### src/rtl/mig_app_pkg.sv
// rtl/mig_app_pkg.sv - shared constants, MIG command codes and FSM state type
// Ports: none (package).
package mig_app_pkg;

    localparam int DEF_ADDR_W   = 30;
    localparam int DEF_DATA_W   = 256;
    localparam int DEF_RD_DEPTH = 4;

    localparam logic [2:0] CMD_WRITE = 3'b000;
    localparam logic [2:0] CMD_READ  = 3'b001;

    typedef enum logic [1:0] {
        IDLE = 2'd0,
        WR   = 2'd1,
        RD   = 2'd2
    } state_t;

endpackage

### src/rtl/mig_app_if.sv
// rtl/mig_app_if.sv - MIG user-interface (app_*) bundle
// Ports: none; signals app_en/app_cmd/app_addr/app_rdy (command), app_wdf_* (write data),
//        app_rd_data/app_rd_data_valid (read return). master = controller side, slave = MIG side.
interface mig_app_if
    import mig_app_pkg::*;
#(
    parameter int ADDR_W = DEF_ADDR_W,
    parameter int DATA_W = DEF_DATA_W
);
    logic                  app_en;
    logic [2:0]            app_cmd;
    logic [ADDR_W-1:0]     app_addr;
    logic                  app_rdy;
    logic                  app_wdf_wren;
    logic                  app_wdf_end;
    logic [DATA_W-1:0]     app_wdf_data;
    logic [DATA_W/8-1:0]   app_wdf_mask;
    logic                  app_wdf_rdy;
    logic [DATA_W-1:0]     app_rd_data;
    logic                  app_rd_data_valid;

    modport master (
        output app_en, app_cmd, app_addr, app_wdf_wren, app_wdf_end, app_wdf_data, app_wdf_mask,
        input  app_rdy, app_wdf_rdy, app_rd_data, app_rd_data_valid
    );

    modport slave (
        input  app_en, app_cmd, app_addr, app_wdf_wren, app_wdf_end, app_wdf_data, app_wdf_mask,
        output app_rdy, app_wdf_rdy, app_rd_data, app_rd_data_valid
    );

endinterface

### src/rtl/mig_rd_fifo.sv
// rtl/mig_rd_fifo.sv - read-response FIFO between MIG read return and the response port
// Ports: clk, rst_n (async active-low); push/push_data (no backpressure, caller guarantees space);
//        pop (consumer handshake); valid (registered non-empty), data (head entry).
module mig_rd_fifo #(
    parameter int DATA_W = 256,
    parameter int DEPTH  = 4
) (
    input  logic              clk,
    input  logic              rst_n,
    input  logic              push,
    input  logic [DATA_W-1:0] push_data,
    input  logic              pop,
    output logic              valid,
    output logic [DATA_W-1:0] data
);

    localparam int PW = (DEPTH > 1) ? $clog2(DEPTH) : 1;
    localparam int CW = $clog2(DEPTH) + 1;

    logic [DATA_W-1:0] mem [DEPTH];
    logic [PW-1:0]     wr_ptr;
    logic [PW-1:0]     rd_ptr;
    logic [CW-1:0]     count;
    logic [CW-1:0]     count_d;
    logic              do_push;
    logic              do_pop;

    function automatic logic [PW-1:0] ptr_next(input logic [PW-1:0] p);
        return (p == PW'(DEPTH - 1)) ? '0 : p + 1'b1;
    endfunction

    assign do_push = push && (count != CW'(DEPTH));
    assign do_pop  = pop && (count != '0);
    assign data    = mem[rd_ptr];

    always_comb begin
        count_d = count;
        if (do_push && !do_pop) begin
            count_d = count + 1'b1;
        end else if (do_pop && !do_push) begin
            count_d = count - 1'b1;
        end
    end

    always_ff @(posedge clk or negedge rst_n) begin
        if (!rst_n) begin
            wr_ptr <= '0;
            rd_ptr <= '0;
            count  <= '0;
            valid  <= 1'b0;
        end else begin
            if (do_push) wr_ptr <= ptr_next(wr_ptr);
            if (do_pop)  rd_ptr <= ptr_next(rd_ptr);
            count <= count_d;
            // Valid is a flop so a push into an empty FIFO shows up one cycle later.
            valid <= (count_d != '0);
        end
    end

    // Storage needs no reset: an empty FIFO never exposes it.
    always_ff @(posedge clk) begin
        if (do_push) mem[wr_ptr] <= push_data;
    end

endmodule

### src/rtl/mig_app_master.sv
// rtl/mig_app_master.sv - single-beat request/response master for a MIG user interface
// Ports: ui_clk, ui_rst_n (async active-low); init_calib_complete;
//        req_valid/req_ready/req_we/req_addr/req_wdata/req_wmask (request in);
//        app (mig_app_if.master, MIG command/write/read-return bus);
//        rsp_valid/rsp_ready/rsp_data (read response out);
//        rd_outstanding, err_unexp_rd (sticky), busy (status).
module mig_app_master
    import mig_app_pkg::*;
#(
    parameter int ADDR_W   = DEF_ADDR_W,
    parameter int DATA_W   = DEF_DATA_W,
    parameter int RD_DEPTH = DEF_RD_DEPTH
) (
    input  logic                            ui_clk,
    input  logic                            ui_rst_n,
    input  logic                            init_calib_complete,
    input  logic                            req_valid,
    output logic                            req_ready,
    input  logic                            req_we,
    input  logic [ADDR_W-1:0]               req_addr,
    input  logic [DATA_W-1:0]               req_wdata,
    input  logic [DATA_W/8-1:0]             req_wmask,
    mig_app_if.master                       app,
    output logic                            rsp_valid,
    input  logic                            rsp_ready,
    output logic [DATA_W-1:0]               rsp_data,
    output logic [$clog2(RD_DEPTH):0]       rd_outstanding,
    output logic                            err_unexp_rd,
    output logic                            busy
);

    localparam int OW = $clog2(RD_DEPTH) + 1;

    state_t              state_q, state_d;
    logic                app_en_q, app_en_d;
    logic [2:0]          app_cmd_q, app_cmd_d;
    logic [ADDR_W-1:0]   addr_q, addr_d;
    logic                wren_q, wren_d;
    logic [DATA_W-1:0]   data_q, data_d;
    logic [DATA_W/8-1:0] mask_q, mask_d;
    logic [OW-1:0]       rd_out_q;
    logic [OW-1:0]       inflight_q;
    logic                err_q;

    logic req_fire;
    logic rd_issue;
    logic rsp_pop;
    logic rd_push;

    // Credit check bounds the FIFO: a read is only accepted if its response has a slot.
    assign req_ready = (state_q == IDLE) && init_calib_complete && (rd_out_q < OW'(RD_DEPTH));
    assign req_fire  = req_valid && req_ready;
    assign rd_issue  = req_fire && !req_we;
    assign rsp_pop   = rsp_valid && rsp_ready;
    // Read data is only legitimate while some read's data is still owed by the MIG.
    assign rd_push   = app.app_rd_data_valid && (inflight_q != '0);

    assign busy               = (state_q != IDLE);
    assign err_unexp_rd       = err_q;
    assign rd_outstanding     = rd_out_q;
    assign app.app_en         = app_en_q;
    assign app.app_cmd        = app_cmd_q;
    assign app.app_addr       = addr_q;
    assign app.app_wdf_wren   = wren_q;
    assign app.app_wdf_end    = wren_q;
    assign app.app_wdf_data   = data_q;
    assign app.app_wdf_mask   = mask_q;

    always_comb begin
        state_d   = state_q;
        app_en_d  = app_en_q;
        app_cmd_d = app_cmd_q;
        addr_d    = addr_q;
        wren_d    = wren_q;
        data_d    = data_q;
        mask_d    = mask_q;
        unique case (state_q)
            IDLE: begin
                if (req_fire) begin
                    addr_d   = req_addr;
                    data_d   = req_wdata;
                    mask_d   = req_wmask;
                    app_en_d = 1'b1;
                    if (req_we) begin
                        app_cmd_d = CMD_WRITE;
                        wren_d    = 1'b1;
                        state_d   = WR;
                    end else begin
                        app_cmd_d = CMD_READ;
                        state_d   = RD;
                    end
                end
            end
            WR: begin
                // Command and data channels retire independently, in either order.
                if (app.app_rdy)     app_en_d = 1'b0;
                if (app.app_wdf_rdy) wren_d   = 1'b0;
                if (!app_en_d && !wren_d) state_d = IDLE;
            end
            RD: begin
                if (app.app_rdy) begin
                    app_en_d = 1'b0;
                    state_d  = IDLE;
                end
            end
            default: state_d = IDLE;
        endcase
    end

    always_ff @(posedge ui_clk or negedge ui_rst_n) begin
        if (!ui_rst_n) begin
            state_q   <= IDLE;
            app_en_q  <= 1'b0;
            app_cmd_q <= '0;
            addr_q    <= '0;
            wren_q    <= 1'b0;
            data_q    <= '0;
            mask_q    <= '0;
        end else begin
            state_q   <= state_d;
            app_en_q  <= app_en_d;
            app_cmd_q <= app_cmd_d;
            addr_q    <= addr_d;
            wren_q    <= wren_d;
            data_q    <= data_d;
            mask_q    <= mask_d;
        end
    end

    always_ff @(posedge ui_clk or negedge ui_rst_n) begin
        if (!ui_rst_n) begin
            rd_out_q   <= '0;
            inflight_q <= '0;
            err_q      <= 1'b0;
        end else begin
            if (rd_issue && !rsp_pop) begin
                rd_out_q <= rd_out_q + 1'b1;
            end else if (rsp_pop && !rd_issue) begin
                rd_out_q <= rd_out_q - 1'b1;
            end
            if (rd_issue && !rd_push) begin
                inflight_q <= inflight_q + 1'b1;
            end else if (rd_push && !rd_issue) begin
                inflight_q <= inflight_q - 1'b1;
            end
            if (app.app_rd_data_valid && (inflight_q == '0)) err_q <= 1'b1;
        end
    end

    mig_rd_fifo #(
        .DATA_W (DATA_W),
        .DEPTH  (RD_DEPTH)
    ) u_rd_fifo (
        .clk       (ui_clk),
        .rst_n     (ui_rst_n),
        .push      (rd_push),
        .push_data (app.app_rd_data),
        .pop       (rsp_pop),
        .valid     (rsp_valid),
        .data      (rsp_data)
    );

endmodule

### src/flat_wrapper.sv
// flat-port wrapper written by rule: the top's interface ports become plain ports
module mig_app_master_flat import mig_app_pkg::*;
#(
    parameter int ADDR_W   = DEF_ADDR_W,
    parameter int DATA_W   = DEF_DATA_W,
    parameter int RD_DEPTH = DEF_RD_DEPTH
)
  (ui_clk, ui_rst_n, init_calib_complete, req_valid, req_ready, req_we, req_addr, req_wdata, req_wmask, rsp_valid, rsp_ready, rsp_data, rd_outstanding, err_unexp_rd, busy, app_app_en, app_app_cmd, app_app_addr, app_app_wdf_wren, app_app_wdf_end, app_app_wdf_data, app_app_wdf_mask, app_app_rdy, app_app_wdf_rdy, app_app_rd_data, app_app_rd_data_valid);
  mig_app_if #(.ADDR_W(ADDR_W), .DATA_W(DATA_W)) app_i ();
  input  logic ui_clk;
  input  logic ui_rst_n;
  input  logic init_calib_complete;
  input  logic req_valid;
  output logic req_ready;
  input  logic req_we;
  input  logic [ADDR_W-1:0] req_addr;
  input  logic [DATA_W-1:0] req_wdata;
  input  logic [DATA_W/8-1:0] req_wmask;
  output logic rsp_valid;
  input  logic rsp_ready;
  output logic [DATA_W-1:0] rsp_data;
  output logic [$clog2(RD_DEPTH):0] rd_outstanding;
  output logic err_unexp_rd;
  output logic busy;
  output wire logic [$bits(app_i.app_en)-1:0] app_app_en;
  output wire logic [$bits(app_i.app_cmd)-1:0] app_app_cmd;
  output wire logic [$bits(app_i.app_addr)-1:0] app_app_addr;
  output wire logic [$bits(app_i.app_wdf_wren)-1:0] app_app_wdf_wren;
  output wire logic [$bits(app_i.app_wdf_end)-1:0] app_app_wdf_end;
  output wire logic [$bits(app_i.app_wdf_data)-1:0] app_app_wdf_data;
  output wire logic [$bits(app_i.app_wdf_mask)-1:0] app_app_wdf_mask;
  input wire logic [$bits(app_i.app_rdy)-1:0] app_app_rdy;
  input wire logic [$bits(app_i.app_wdf_rdy)-1:0] app_app_wdf_rdy;
  input wire logic [$bits(app_i.app_rd_data)-1:0] app_app_rd_data;
  input wire logic [$bits(app_i.app_rd_data_valid)-1:0] app_app_rd_data_valid;
  assign app_app_en = app_i.app_en;
  assign app_app_cmd = app_i.app_cmd;
  assign app_app_addr = app_i.app_addr;
  assign app_app_wdf_wren = app_i.app_wdf_wren;
  assign app_app_wdf_end = app_i.app_wdf_end;
  assign app_app_wdf_data = app_i.app_wdf_data;
  assign app_app_wdf_mask = app_i.app_wdf_mask;
  assign app_i.app_rdy = app_app_rdy;
  assign app_i.app_wdf_rdy = app_app_wdf_rdy;
  assign app_i.app_rd_data = app_app_rd_data;
  assign app_i.app_rd_data_valid = app_app_rd_data_valid;
  mig_app_master #(.ADDR_W(ADDR_W), .DATA_W(DATA_W), .RD_DEPTH(RD_DEPTH)) u_core (.ui_clk(ui_clk), .ui_rst_n(ui_rst_n), .init_calib_complete(init_calib_complete), .req_valid(req_valid), .req_ready(req_ready), .req_we(req_we), .req_addr(req_addr), .req_wdata(req_wdata), .req_wmask(req_wmask), .app(app_i), .rsp_valid(rsp_valid), .rsp_ready(rsp_ready), .rsp_data(rsp_data), .rd_outstanding(rd_outstanding), .err_unexp_rd(err_unexp_rd), .busy(busy));
endmodule
### config.mk
export PLATFORM = sky130hd
export DESIGN_NAME = mig_app_master_flat
export DESIGN_NICKNAME = d
export VERILOG_FILES = /design/src/rtl/mig_app_pkg.sv /design/src/rtl/mig_app_if.sv /design/src/rtl/mig_rd_fifo.sv /design/src/rtl/mig_app_master.sv /design/src/flat_wrapper.sv
export SDC_FILE = /design/constraint.sdc
export NUM_CORES = 1
export LEC_CHECK = 0
export BUFFER_PORTS_ARGS = -buffer_cell sky130_fd_sc_hd__clkbuf_2
export CORE_AREA = 2 2 451 453
export DETAILED_ROUTE_END_ITERATION = 10
export DIE_AREA = 0 0 453 455
export SYNTH_ARGS = -nofsm -noshare
export SYNTH_HDL_FRONTEND = slang
export SYNTH_HIERARCHICAL = 1
export SYNTH_SLANG_ARGS = --single-unit
### constraint.sdc
create_clock -name ui_clk -period 7.5 [get_ports ui_clk]
set_input_delay 0.375 -clock ui_clk [delete_from_list [all_inputs] [get_ports ui_clk]]
set_output_delay 0.375 -clock ui_clk [all_outputs]
set_load 0.02 [all_outputs]
== Word level (Yosys, flattened, before mapping) ==
Memory sizes are Yosys's and may differ from the RTL's.
Index checks and enable logic that the tools add are counted.

* Bits in read-only memories: 0
* RAM bits: 1,024
* Output and inout port bits: 587
* Memories kept: 1
* Word-level logic and storage cells: 96
* Bits in latches: 0
* Flip-flop bits (word level): 340

{| class="wikitable"
|+ Memories
! name !! words !! width !! read ports !! clocked after memory_dff !! write ports !! line !! text
|-
| u_core.u_rd_fifo.mem || 4 || 256 || 1 || 0 || 1 || mig_rd_fifo.sv:20 || <nowiki>logic [DATA_W-1:0] mem [DEPTH];</nowiki>
|}

* Add/subtract/negate cells: 8
* Bitwise logic cells: 0
* Eq/ne operators: 9
* Divide/modulo/power cells: 0
* Reductions and logical operators: 38
* Mux-type cells: 25
* Order comparisons: 1
* Shift operators: 0
* Multipliers: 0

{| class="wikitable"
|+ Operator list
! cell !! count
|-
| 2-to-1 mux 3 bit || 6
|-
| logical AND 1 bit || 16
|-
| 2-to-1 mux 2 bit || 6
|-
| nonzero test 3 bit || 4
|-
| 2-to-1 mux 1 bit || 10
|-
| adder 3 x 1 -> 3 bit, second input constant || 3
|-
| subtractor 3 x 1 -> 3 bit, second input constant || 3
|-
| zero test 1 bit || 8
|-
| nonzero test 2 bit || 4
|-
| == test 2 bit, second input constant || 3
|-
| case mux 2 bit (3 select lines) || 1
|-
| AND reduction 3 bit || 2
|-
| adder 2 x 1 -> 2 bit, second input constant || 2
|-
| != test 2 x 1 -> 1 bit, second input constant || 2
|-
| != test 2 bit, second input constant || 2
|-
| AND reduction 2 bit || 2
|-
| zero test 3 bit || 1
|-
| less-than comparator 3 bit, second input constant || 1
|-
| != test 3 bit, second input constant || 1
|-
| case mux 1 bit (3 select lines) || 1
|-
| == test 2 x 1 -> 1 bit, second input constant || 1
|-
| zero test 2 bit || 1
|-
| case mux 1 bit (2 select lines) || 1
|}

== Longest topological paths before layout ==
* Depth after elaboration: 9
* Gate-level depth with buffers: 11

== Hierarchy ==
Netlist, hierarchy kept.

{| class="wikitable"
|+ By module, submodules not included
! module !! instances !! area an instance (um^2) !! cells each
|-
| mig_rd_fifo || 1 || 37,400.9 || 1,393
|-
| mig_app_master || 1 || 12,688.4 || 1,408
|}

== Worst setup path before layout ==
No wires, ideal clock.

* Kind: register to register
* Start: reg u_core.inflight_q[0]
* End: mem u_core.u_rd_fifo.mem[0][0] (enable)
* Slack: -10 ps
* Stages on the path, launching flop included: 6
* Setup time: 650 ps
* Data arrival time: 6,860 ps
* Buffers on the path: 0
* Period minus slack after synthesis: 7,510 ps
* Cell sequence: dfrtp_1 > nor3_1 > nand2b_1 > inv_1 > a21boi_2 > and2_1

* Word-level cells in the longest chain between the ends: 5

{| class="wikitable"
|+ Ends and longest elaborated chain
! element !! line !! text
|-
| from (decl) || mig_app_master.sv:42 || <nowiki>logic [OW-1:0] inflight_q;</nowiki>
|-
| from (signal assigned) || mig_app_master.sv:142 || <nowiki>inflight_q <= inflight_q + 1'b1;</nowiki>
|-
| from (signal assigned) || mig_app_master.sv:144 || <nowiki>inflight_q <= inflight_q - 1'b1;</nowiki>
|-
| nonzero test 3 bit || mig_app_master.sv:56 || <nowiki>assign rd_push = app.app_rd_data_valid && (inflight_q != '0);</nowiki>
|-
| logical AND 1 bit || mig_app_master.sv:56 ||
|-
| via u_core.rd_push || mig_app_master.sv:48 || <nowiki>logic rd_push;</nowiki>
|-
| logical AND 1 bit || mig_rd_fifo.sv:32 || <nowiki>assign do_push = push && (count != CW'(DEPTH));</nowiki>
|-
| 2-to-1 mux 1 bit || mig_rd_fifo.sv:62 || <nowiki>if (do_push) mem[wr_ptr] <= push_data;</nowiki>
|-
| 2-to-1 mux 1 bit (not written as such) || mig_rd_fifo.sv:62 ||
|-
| to (decl) || mig_rd_fifo.sv:20 ||
|}

The timed path passes the listed nets, and every way through them passes these cells.

== Final worst setup path ==
* Start: reg u_core.u_rd_fifo.rd_ptr[0]
* End: out rsp_data[174]

* Word-level cells in the longest chain between the ends: 1

{| class="wikitable"
|+ Ends and longest elaborated chain
! element !! line !! text
|-
| from (decl) || mig_rd_fifo.sv:22 || <nowiki>logic [PW-1:0] rd_ptr;</nowiki>
|-
| from (signal assigned) || mig_rd_fifo.sv:53 || <nowiki>if (do_pop) rd_ptr <= ptr_next(rd_ptr);</nowiki>
|-
| memory (4 x 256 bit) || - ||
|-
| to (decl) || flat_wrapper.sv:21 || <nowiki>output logic [DATA_W-1:0] rsp_data;</nowiki>
|}

No other way between the ends.

==> impl_metrics.toml <==
[synth]
synth-seq-cells = 1362
synthArstFlopShare_pct = 24.8
synth_edf_count = 1024
yosys_warnings = 6
syn_area_mm2 = 0.0501
synth_area_leaders = "edfxtp_1 (61%), dfrtp_1 (17%), mux4_2 (12%)"
synth_top_cell_area_share_pct = 61.4
avgSynthCellArea_um2 = 17.9
yosys_most_used_dff = "edfxtp_1"
yosysSeqAreaShare_pct = 78.3
synth_cell_type_count = 47
synth_area_leader_cell = "edfxtp_1"
synth_cells = 2801

[clock_network]
cts_sinks = 1362
htree_levels = 4
cts_buffers = 155
ctsHoldBuffers = 580
cts_resized = 0
clock_path_buffers = 3
cts_tree = "done"
cts-root-buf = "clkbuf_16"
post_cts_buffers = 0
clk_pin_slew_worst_paths_ns = 0.06
clock_latency_ns = 0.80

[routing]
wl_um = 171000
drtAntennaViolNets = 0
drt_pass1_iterations = 5
wl_met1_um = 58900
top_layer = "met5"
wl_met3_um = 13400
drc = 0
wire_per_inst_um = 23.0
drtIter0Drc = 2468
via_per_inst = 4.30
num_vias = 31900
wl_met2_um = 90700

[grt]
grt_pass1_vias = 33400
grt_max_degree = 156
grt_first_pass_wirelength_um = 238000
track_usage_pct = 16.0
antenna_found_initial = 65
grt_overflow_total = 0

[finish]
multiInputGateArea_mm2 = 0.0101
layoutNonFillerInstCount = 7423
layout_common_cells = "clkbuf_2 (1166), edfxtp_1 (1024), nand2_1 (960)"
fin_area_mm2 = 0.0699
regArea_mm2 = 0.0392
layout_commonest_cell = "clkbuf_2"
drive_gt1_share_pct = 35.7
syn2layout_area_growth_pct = 39.5
finalNetCount = 5201
final_util_pct = 34.7
fill_cells = 19400

[setup_path]
cp.required_ns = 7.12
r2r-start = "u_core/inflight_q[0]"
reg2reg_depth = 6
start_kind = "flip-flop"
path_max_fanout = 105
path_class = "reg -> out"
rrSetupSlack_ns = 4.36
worst_r2r_endpoint = "u_core/u_rd_fifo/mem[0][194]"
arrival_ns = 3.40
worst_setup_path_end_kind = "output port"

[sta]
worstMarginPinSlew_ns = 1.24
final.setup.tns_ns = 0
fin_crit_ns = 3.78
slew_headroom_pct = 17.4
worst_slack_ns = 3.72
max_clock_freq_ghz = 0.265
drv_slew = 0
fin_crit_sh_pct = 50.3
clock_skew_ns = 0.0493
setup_violations = 0
timing.final.hold_violations = 0
rsz0062_at_grt = "false"

[pwr]
power_density_mw_per_mm2 = 408
irDropWorstVdd_v = 0.000324
power.leakage_nw = 28.1

[floorplanning]
fp.dieArea_mm2 = 0.206
initial_core_util_pct = 24.9
core-area_mm2 = 0.201
die_w_um = 453
die_h_um = 455
ios = 1170
rows = 165

[placement]
hpwlAfterDp_um = 119000
gp_congestion = 0.901
place_area_mm2 = 0.0589
place_ws_ns = 4.44
portBuffers = 1167
dp_cells = 6537

[job]
maxCapViolCount = 0

[worst_hold_path]
hold_path.class = "in -> reg"
whs_endpoint = "u_core/app.app_wdf_data[9]"
min_path_cells = 3
worstHoldStart = "req_wdata[9]"

[status]
outcome = "completed"
==> report_power, final <==
group,total (mW),switching [mW],leakage [nW],internal [mW]
Sequential,11.1,0.866,13.6,10.2
Clock,7.57,3.17,2.46,4.40
Combinational,9.84,6.47,12.1,3.37
Total,28.5,10.5,28.1,18.0
==> layer usage <==
metal / vias to the layer above / track usage [%]
met5: - / 0
met4: 2 / 7.06
met3: 375 / 5.26
met2: 1355 / 28.9
met1: 16200 / 16.8
li1: 14000 / -
==> final cells by class <==
| cell class | count | share of cell area (%) |
|---|---|---|
| antenna | 28 | 0.100 |
| tap | 2672 | 4.79 |
| sequential | 1362 | 56.1 |
| timing repair buffer | 1775 | 17.2 |
| clock buffer | 200 | 5.94 |
| inverter | 11 | 0.0591 |
| clock inverter | 78 | 1.36 |
| multi-input combinational | 1297 | 14.4 |
==> critical path, stage by stage, from the launching register on <==
cell and delay [ns]:
dfrtp_4 0.81, buf_12 0.59, mux4_2 0.67, clkbuf_2 0.18
==> cell usage after synthesis, types with 2 or more instances <==
library cell,count
buf_2,59
nor2b_1,2
xor2_1,4
nor2_1,6
o211ai_1,2
fa_1,2
clkbuf_1,8
edfxtp_1,1024
nor3b_1,2
nor3_1,2
ha_1,14
a21oi_1,3
o21ai_0,2
nand3_1,2
xnor2_1,3
nand2_1,960
inv_1,11
buf_1,8
o21ai_1,2
mux4_2,256
and2_1,4
a211oi_1,2
buf_4,57
a21o_1,5
mux2_2,2
dfrtp_1,338
==> worst max-delay path by stage <==
stage / startpoint / endpoint / slack [ns] / cells after the start
floorplan: u_core/inflight_q[0] / u_core/u_rd_fifo/mem[0][0] / 2.87 / 5
global placement: u_core/inflight_q[0] / u_core/u_rd_fifo/mem[1][89] / 4.46 / 6
detailed placement: u_core/inflight_q[0] / u_core/u_rd_fifo/mem[0][194] / 4.44 / 6
CTS: u_core/u_rd_fifo/rd_ptr[0] / rsp_data[174] / 3.62 / 3
global route: u_core/u_rd_fifo/rd_ptr[0] / rsp_data[174] / 3.49 / 3
finish: u_core/u_rd_fifo/rd_ptr[0] / rsp_data[174] / 3.72 / 3
==> cell families after synthesis <==
logic type | Yosys count | share of synthesized area, %
and+or+nand+nor | 986 | 7.52
DFF | 1362 | 78.3
AOI/OAI and AO/OA | 26 | 0.402
other | 1 | 0.00749
xor gates and xnor gates | 7 | 0.122
adders and majority gates | 16 | 0.430
buffers and inverters | 143 | 1.65
muxes | 260 | 11.6
==> stage by stage <==
step / power (mW) / hold slack, ns
after floorplan: 17.0 / 0.0794
after global placement: 20.8 / 0.430
after detailed placement: 20.9 / 0.432
after CTS: 28.9 / 0.0362
after global routing: 29.8 / 0.0268
final: 28.5 / 0.0284
==> registers in the layout, indices dropped and copies added (netlist names) <==
name / count
u_core/inflight_q: 3
u_core/u_rd_fifo/mem: 1024
u_core/app.app_wdf_mask: 32
u_core/rd_outstanding: 3
u_core/app.app_wdf_end: 1
u_core/u_rd_fifo/valid: 1
u_core/app.app_en: 1
u_core/u_rd_fifo/count: 3
u_core/state_q: 2
u_core/err_unexp_rd: 1
u_core/app.app_cmd: 1
u_core/u_rd_fifo/rd_ptr: 2
u_core/u_rd_fifo/wr_ptr: 2
u_core/app.app_addr: 30
u_core/app.app_wdf_data: 256
No activity file was read; power rests on OpenSTA's default activity.
